[config.mk]
export PLATFORM = sky130hd
export DESIGN_NAME = sync_barcode_gen_flat
export DESIGN_NICKNAME = d
export VERILOG_FILES = /design/src/rtl/sync_barcode_gen_if.sv /design/src/rtl/sync_barcode_gen.sv /design/src/flat_wrapper.sv
export SDC_FILE = /design/constraint.sdc
export NUM_CORES = 1
export LEC_CHECK = 0
export CELL_PAD_IN_SITES_DETAIL_PLACEMENT = 2
export CELL_PAD_IN_SITES_GLOBAL_PLACEMENT = 2
export CORE_ASPECT_RATIO = 2
export CORE_MARGIN = 3
export CORE_UTILIZATION = 31
export CTS_CLUSTER_SIZE = 30
export DETAILED_ROUTE_END_ITERATION = 10
export PLACE_DENSITY = 0.8
export SKIP_LAST_GASP = 1
export SLEW_MARGIN = 10
export SYNTH_ARGS = -nofsm -noshare
export SYNTH_HDL_FRONTEND = slang
export SYNTH_SLANG_ARGS = --single-unit
[constraint.sdc]
create_clock -name clk -period 2.4 [get_ports clk]
set_input_delay 0.6 -clock clk [delete_from_list [all_inputs] [get_ports clk]]
set_output_delay 0.6 -clock clk [all_outputs]
set_load 0.05 [all_outputs]
[src/rtl/sync_barcode_gen_if.sv]
// Seconds-stream handshake between the frame-to-seconds counter and the barcode generator.
interface sync_barcode_gen_if;
    logic        sec_tvalid;
    logic        sec_tready;
    logic [15:0] sec_tdata;

    modport master (output sec_tvalid, output sec_tdata, input sec_tready);
    modport slave  (input sec_tvalid, input sec_tdata, output sec_tready);
endinterface

[src/rtl/sync_barcode_gen.sv]
// Serialises each accepted seconds value as a pulse-width-coded barcode on sync_pulse.
// Optional macro SYNC_PARITY_EN appends an even-parity slot after the data bits.
module sync_barcode_gen #(
    parameter int unsigned UNIT     = 100000,
    parameter int unsigned NBITS    = 12,
    parameter int unsigned START_MS = 100,
    parameter int unsigned GAP_MS   = 50,
    parameter int unsigned SLOT_MS  = 60,
    parameter int unsigned ONE_MS   = 40,
    parameter int unsigned ZERO_MS  = 20
) (
    input  logic                clk,
    input  logic                rst,
    sync_barcode_gen_if.slave   sec,
    output logic                sync_pulse,
    output logic                busy,
    output logic                frame_done,
    output logic [7:0]          drop_cnt
);

`ifdef SYNC_PARITY_EN
    localparam int unsigned SR_W = NBITS + 1;
`else
    localparam int unsigned SR_W = NBITS;
`endif

    localparam logic [31:0] START_CYC = 32'(START_MS * UNIT - 1);
    localparam logic [31:0] GAP_CYC   = 32'(GAP_MS * UNIT - 1);
    localparam logic [31:0] ONE_HI    = 32'(ONE_MS * UNIT - 1);
    localparam logic [31:0] ZERO_HI   = 32'(ZERO_MS * UNIT - 1);
    localparam logic [31:0] ONE_LO    = 32'((SLOT_MS - ONE_MS) * UNIT - 1);
    localparam logic [31:0] ZERO_LO   = 32'((SLOT_MS - ZERO_MS) * UNIT - 1);
    localparam logic [4:0]  LAST_IDX  = 5'(SR_W - 1);

    typedef enum logic [2:0] {IDLE, START_HI, START_LO, BIT_HI, BIT_LO, DONE} state_t;

    state_t            state, state_nx;
    logic [31:0]       timer, timer_nx;
    logic [SR_W-1:0]   sr, sr_nx, sr_load, sr_shift;
    logic [4:0]        bit_idx, idx_nx;
    logic              accept;

    assign sec.sec_tready = (state == IDLE) && !rst;
    assign accept         = sec.sec_tvalid && sec.sec_tready;
    assign sr_shift       = sr << 1;

`ifdef SYNC_PARITY_EN
    logic [NBITS-1:0] data_bits;
    assign data_bits = NBITS'(sec.sec_tdata);
    assign sr_load   = {data_bits, ^data_bits};
`else
    assign sr_load   = SR_W'(sec.sec_tdata);
`endif

    // NOTE: every signal driven here gets a default first, so no path can infer a latch.
    always_comb begin
        state_nx = state;
        timer_nx = timer;
        sr_nx    = sr;
        idx_nx   = bit_idx;
        case (state)
            IDLE: if (accept) begin
                state_nx = START_HI;
                timer_nx = START_CYC;
                sr_nx    = sr_load;
                idx_nx   = '0;
            end
            START_HI: if (timer == '0) begin
                state_nx = START_LO;
                timer_nx = GAP_CYC;
            end else timer_nx = timer - 32'd1;
            START_LO: if (timer == '0) begin
                state_nx = BIT_HI;
                timer_nx = sr[SR_W-1] ? ONE_HI : ZERO_HI;
            end else timer_nx = timer - 32'd1;
            // Low time complements the high time of the same bit, so the shift waits for BIT_LO to end.
            BIT_HI: if (timer == '0) begin
                state_nx = BIT_LO;
                timer_nx = sr[SR_W-1] ? ONE_LO : ZERO_LO;
            end else timer_nx = timer - 32'd1;
            BIT_LO: if (timer == '0) begin
                if (bit_idx == LAST_IDX) begin
                    state_nx = DONE;
                    timer_nx = '0;
                end else begin
                    state_nx = BIT_HI;
                    sr_nx    = sr_shift;
                    idx_nx   = bit_idx + 5'd1;
                    timer_nx = sr_shift[SR_W-1] ? ONE_HI : ZERO_HI;
                end
            end else timer_nx = timer - 32'd1;
            DONE:    state_nx = IDLE;
            default: state_nx = IDLE;
        endcase
    end

    // NOTE: all state here is updated with <= so every register samples pre-edge values.
    always_ff @(posedge clk) begin
        if (rst) begin
            state      <= IDLE;
            timer      <= '0;
            sr         <= '0;
            bit_idx    <= '0;
            sync_pulse <= 1'b0;
            busy       <= 1'b0;
            frame_done <= 1'b0;
            drop_cnt   <= '0;
        end else begin
            state      <= state_nx;
            timer      <= timer_nx;
            sr         <= sr_nx;
            bit_idx    <= idx_nx;
            sync_pulse <= (state_nx == START_HI) || (state_nx == BIT_HI);
            busy       <= (state_nx != IDLE);
            frame_done <= (state_nx == DONE);
            if (sec.sec_tvalid && !sec.sec_tready && drop_cnt != 8'hFF)
                drop_cnt <= drop_cnt + 8'd1;
        end
    end

endmodule

[src/flat_wrapper.sv]
// flat-port wrapper written by rule: the top's interface ports become plain ports
module sync_barcode_gen_flat 
#(
    parameter int unsigned UNIT     = 100000,
    parameter int unsigned NBITS    = 12,
    parameter int unsigned START_MS = 100,
    parameter int unsigned GAP_MS   = 50,
    parameter int unsigned SLOT_MS  = 60,
    parameter int unsigned ONE_MS   = 40,
    parameter int unsigned ZERO_MS  = 20
)
  (clk, rst, sync_pulse, busy, frame_done, drop_cnt, sec_sec_tvalid, sec_sec_tdata, sec_sec_tready);
  sync_barcode_gen_if sec_i ();
  input  logic clk;
  input  logic rst;
  output logic sync_pulse;
  output logic busy;
  output logic frame_done;
  output logic [7:0] drop_cnt;
  input wire logic [$bits(sec_i.sec_tvalid)-1:0] sec_sec_tvalid;
  input wire logic [$bits(sec_i.sec_tdata)-1:0] sec_sec_tdata;
  output wire logic [$bits(sec_i.sec_tready)-1:0] sec_sec_tready;
  assign sec_i.sec_tvalid = sec_sec_tvalid;
  assign sec_i.sec_tdata = sec_sec_tdata;
  assign sec_sec_tready = sec_i.sec_tready;
  sync_barcode_gen #(.UNIT(UNIT), .NBITS(NBITS), .START_MS(START_MS), .GAP_MS(GAP_MS), .SLOT_MS(SLOT_MS), .ONE_MS(ONE_MS), .ZERO_MS(ZERO_MS)) u_core (.clk(clk), .rst(rst), .sec(sec_i), .sync_pulse(sync_pulse), .busy(busy), .frame_done(frame_done), .drop_cnt(drop_cnt));
endmodule
## Yosys cells after proc, flatten, opt, wreduce, memory -nomap -nowiden

Cells that the tools add are included.

| word-level totals | value |
|---|---|
| register bits after elaboration | 63 |
| bits of input ports | 19 |
| output and inout port bits | 12 |
| word-level logic and storage cells | 62 |

| operators by class | value |
|---|---|
| $add $sub $neg | 3 |
| equal/unequal tests | 12 |
| muxes and demuxes | 25 |
| reduce and logical (&&, ||, !) cells | 14 |

Operator list:

| operator | number |
|---|---|
| $mux W32 | 6 |
| $pmux W32 S5 | 1 |
| $mux W22 | 3 |
| $mux W12 | 3 |
| $logic_not A32 Y1 | 1 |
| $sub A32 B1 Y32 const B | 1 |
| $pmux W12 S2 | 1 |
| $mux W3 | 6 |
| $mux W5 | 3 |
| $pmux W3 S5 | 1 |
| $pmux W5 S2 | 1 |
| $eq A3 B2 Y1 const B | 3 |
| $add A8 B1 Y8 const B | 1 |
| $ne A8 B8 Y1 const B | 1 |
| $eq A3 B1 Y1 const B | 2 |
| $eq A3 B3 Y1 const B | 2 |
| $add A5 B1 Y5 const B | 1 |
| $eq A5 B4 Y1 const B | 1 |
| $reduce_bool A5 Y1 | 1 |
| $logic_and A1 B1 Y1 | 4 |
| $ne A2 B1 Y1 const B | 2 |
| $reduce_and A4 Y1 | 1 |
| $logic_not A3 Y1 | 1 |
| $reduce_bool A3 Y1 | 1 |
| 5 further kinds | 6 |

## Logic depth before layout (Yosys ltp)

| depth | value |
|---|---|
| depth after elaboration | 7 |
| depth in mapped cells | 10 |
| depth with buffers taken out | 8 |

## Least setup slack after synthesis

Ideal clock, no wire load.

| timing | value |
|---|---|
| path type | register to register |
| from | register u_core.state[0] |
| to | register u_core.drop_cnt[5] |
| setup time | 128 ps |
| arrival time | 2,445 ps |
| required time | 2,272 ps |
| setup slack | -173 ps |
| stages on the path, launching flop included | 10 |
| path buffers | 3 |
| period minus slack after synthesis | 2,573 ps |
| path through | dfxtp_1 > buf_2 > or3_1 > clkbuf_1 > nor2_1 > or3b_2 > clkbuf_1 > nor3_1 > xnor2_1 > nor2_1 |

| on the way | value |
|---|---|
| longest elaborated chain between the ends | 5 |

RTL lines:

| element | line | text |
|---|---|---|
| start, declared | sync_barcode_gen.sv:37 | `state_t state, state_nx;` |
| start signal, assigned | sync_barcode_gen.sv:109 | `state <= state_nx;` |
| $logic_not A3 Y1 | sync_barcode_gen.sv:43 | `assign sec.sec_tready = (state == IDLE) && !rst;` |
| $logic_and A1 B1 Y1 | sync_barcode_gen.sv:43 |  |
| net sec_sec_tready | flat_wrapper.sv:22 | `output wire logic [$bits(sec_i.sec_tready)-1:0] sec_sec_tready;` |
| $logic_not A1 Y1 | sync_barcode_gen.sv:116 | `if (sec.sec_tvalid && !sec.sec_tready && drop_cnt != 8'hFF)` |
| $logic_and A1 B1 Y1 (2 in series) | sync_barcode_gen.sv:116 |  |
| end signal, assigned | sync_barcode_gen.sv:117 | `drop_cnt <= drop_cnt + 8'd1;` |
| end, declared | sync_barcode_gen.sv:18 | `output logic [7:0] drop_cnt` |

The timed path passes the listed nets, and every way through them passes these cells.
A chain may end at the register's enable or synchronous reset.

## Worst setup path after layout

| timing | value |
|---|---|
| from | register u_core.timer[0] |
| to | register u_core.timer[19] |

| on the way | value |
|---|---|
| longest elaborated chain between the ends | 3 |
| elaborated cells between the ends (all ways) | 7 |
| classes of those cells | add/sub (1); mux (5); reduce/logical (1) |

RTL lines:

| element | line | text |
|---|---|---|
| start, declared | sync_barcode_gen.sv:38 | `logic [31:0] timer, timer_nx;` |
| start signal, assigned | sync_barcode_gen.sv:110 | `timer <= timer_nx;` |
| $sub A32 B1 Y32 / $logic_not A32 Y1 (equally long branches) | - |  |
| $mux W32 (on tied branches) | - |  |
| $pmux W32 S5 (*) | sync_barcode_gen.sv:61 | `case (state)` |

Every way passes the cells marked *; elsewhere a longest branch is shown, timed or not.

==> impl_metrics.py <==
metrics = {
    "power": {
        "total_power_mw": 3.64,
        "p_seq_frac": 0.337,
        "power.internal_mw": 2.43,
        "p_comb_frac": 0.294,
        "switchingPower_mw": 1.21,
        "swShare": 0.332,
        "p_per_area_nw_per_um2": 789,
        "power_leakage_nw": 1.81,
        "p_clk_frac": 0.369,
        "irDropWorstVdd_v": 0.000378,
    },
    "synth": {
        "yosysMostFrequentCell": "dfxtp_1",
        "synth_cell_types": 62,
        "avgSynthCellArea_um2": 8.44,
        "synth_nets": 427,
        "syn_inst": 404,
        "ys_ff_latch": 63,
        "yosysSeqAreaShare": 0.370,
        "ys.flop_type": "dfxtp_1",
        "synth_area_um2": 3410,
        "yosys-top-cells-area": "dfxtp_1 37%, nor2_1 6.6%, mux2i_1 4.7%",
        "synth-edff-count": 0,
        "synth_top_area_cell": "dfxtp_1",
        "synthArstFlopShare": 0,
        "yosysTopAreaCellShare": 0.370,
        "ys_top_cells_by_count": "63 x dfxtp_1, 60 x nor2_1, 29 x nand2_1",
        "synth_warnings": 0,
    },
    "setup_path": {
        "endpoint": "u_core.timer[19]",
        "path_buf_inv": 2,
        "crit-reg2reg-capture": "u_core.timer[19]",
        "worst_setup_path_start_kind": "flop",
        "path_cells": "buf_4, or4_1, or2_1, nor2_2, buf_4, o31a_1, nor2_1, a311oi_1",
        "regToRegSetupSlack_ps": 50,
        "cp-startpoint": "u_core.timer[0]",
        "cp_num_cells": 8,
        "r2r-start": "u_core.timer[0]",
        "required_ps": 2630,
        "cpPeakStageDelay_ps": 580,
        "worst-path-max-fanout": 5,
        "end_kind": "flop",
        "critical_path_class": "flop to flop",
        "cp_top_family": "simple AND/OR/NAND/NOR gates",
        "cp.arrival_ps": 2580,
        "reg2regPathDepth": 8,
        "cp_slowest_cell": "or4_1",
        "path_common_cell": "buf_4",
    },
    "run_status": {
        "status": "completed",
    },
    "routing": {
        "dr.pass1.iters": 4,
        "wire_per_inst_um": 22.2,
        "num_vias": 3568,
        "finalWirelength_um": 13800,
        "antenna_left": 0,
        "first_iter_violations": 122,
        "vias_per_cell": 5.75,
        "drc": 0,
    },
    "clock_network": {
        "cts-root-buf": "clkbuf_16",
        "cts.sinks": 63,
        "clockBufferDepth": 2,
        "clkLatencyLatePin_ps": 340,
        "cts_tree": "yes",
        "clk_pin_slew_ps": 60,
        "cts_made_buffers": 9,
        "cts_max_level": 3,
        "hold_buffers": 0,
    },
    "sta": {
        "worstMarginPinSlew_ps": 641,
        "slew_violations": 0,
        "period_minus_slack_ps": 2350,
        "rsz0062_at_grt": "true",
        "hold_viol": 0,
        "fmax_mhz": 425,
        "setup_viol": 0,
        "fin_setup_tns_ps": 0,
        "skew_ps": 9.58,
        "whs_ps": 498,
        "fin_crit_sh": 0.980,
        "maxSlewHeadroom": 0.572,
    },
    "die": {
        "core_um2": 10600,
        "chipWidth_um": 80.1,
        "die_y_um": 154,
        "rows": 53,
        "ios": 31,
        "die-area_um2": 12400,
        "start_util": 0.321,
    },
    "placed_design": {
        "dp_hpwl_um": 9600,
        "io_buffers": 26,
        "place_congestion": 0.842,
    },
    "global_route": {
        "grt_max_degree": 23,
        "grt_pass1_wl_um": 21800,
        "antenna_found_initial": 0,
        "track_usage": 0.233,
        "grt.overflow.total": 0,
        "first_global_vias": 4171,
    },
    "flow_run": {
        "drv_cap": 0,
    },
    "finish": {
        "antennaDiodeCount": 0,
        "area_growth_pct": 35.2,
        "final_nets": 502,
        "drive_gt1_frac": 0.238,
        "fillers": 1193,
    },
    "worst_hold_path": {
        "min-delay-path-class": "flop to flop",
    },
}
power groups by stage:
stage | registers (mW) | logic (mW) | clock network, mW
finish | 1.23 | 1.07 | 1.34
global route | 1.24 | 1.15 | 1.40
CTS | 1.22 | 1.04 | 1.35
detailed placement | 1.23 | 0.975 | 0
global placement | 1.23 | 0.928 | 0
floorplan | 1.24 | 0.526 | 0
state kept, by name, summed over array words and instances, names as in the netlist:
name and cells:
u_core.timer 32, u_core.frame_done 1, u_core.drop_cnt 8, u_core.sr 12
u_core.busy 1, u_core.sync_pulse 1, u_core.state 3, u_core.bit_idx 5
cells in the final DEF, fill, tap and decap left out, types with 10 or more instances in the layout:
cell / count
a21oi_1: 22
buf_4: 54
xor2_1: 14
clkdlybuf4s50_1: 25
nand2_1: 28
nor3_1: 16
nand3_1: 16
mux2i_1: 15
dfxtp_1: 61
nor2_1: 58
o21ai_0: 12
clkbuf_16: 10
worst reg2reg max path, delay by kind of cell, from the launching register on:
family	cells	cell delay, ps
flops	1	310
buf+inv	2	310
compound gates	2	420
simple gates	4	1220
kinds of logic (layout without fill, tap and decap cells):
group           count (synthesis)  in the layout  share of synthesized area
simple gates                  177            177                      0.264
compound gates                 93             93                      0.209
flops                          63             63                      0.370
buf+inv                        28            107                     0.0352
xor+xnor                       22             22                     0.0565
mux                            17             17                     0.0503
fa+ha+maj                       4              4                     0.0147
metal layers:
layer,vias to the layer above,global-route usage,routed length [µm]
li1,1633,-,-
met1,1786,0.199,4380
met2,89,0.465,8170
met3,60,0.0344,357
met4,0,0.151,850
met5,-,0,0
final cells by class:
cell class | count | area, µm² | area share
multi-input cells | 313 | 2080 | 0.452
flip-flops and latches | 63 | 1260 | 0.274
repair buffers | 85 | 763 | 0.166
clock buffers | 11 | 253 | 0.0549
well taps | 137 | 171 | 0.0372
clock inverters | 4 | 45.0 | 0.00978
inverters | 7 | 26.3 | 0.00570
stage by stage:
step           area, µm²   util  cells  setup slack (ps)
2_1_floorplan       3410      -    404               102
3_3_place_gp        4200  0.396    601              25.5
3_5_place_dp        4200  0.396    601             -87.9
4_1_cts             4550  0.428    619              21.7
5_1_grt             4610  0.434    620             -34.2
6_report            4610  0.434    620              49.1
worst min-delay path by stage:
stage | start | end | slack [ps] | cells past startpoint
final | u_core.timer[18] | u_core.timer[18] | 500 | 2
after floorplan | u_core.timer[6] | u_core.timer[6] | 460 | 2
after global placement | u_core.timer[6] | u_core.timer[6] | 470 | 2
after CTS | u_core.timer[18] | u_core.timer[18] | 500 | 2
after global routing | u_core.timer[18] | u_core.timer[18] | 520 | 2
after detailed placement | u_core.timer[18] | u_core.timer[18] | 490 | 2
repair_timing:
action | CTS | global route
setup buffers | 3 | 1
hold endpoints to repair | 0 | 0
pin swaps | 2 | 6
gates resized for setup | 9 | 8
gates cloned | 0 | 1
setup endpoints to repair | 29 | 15
Power figures use the tool's default switching activity.
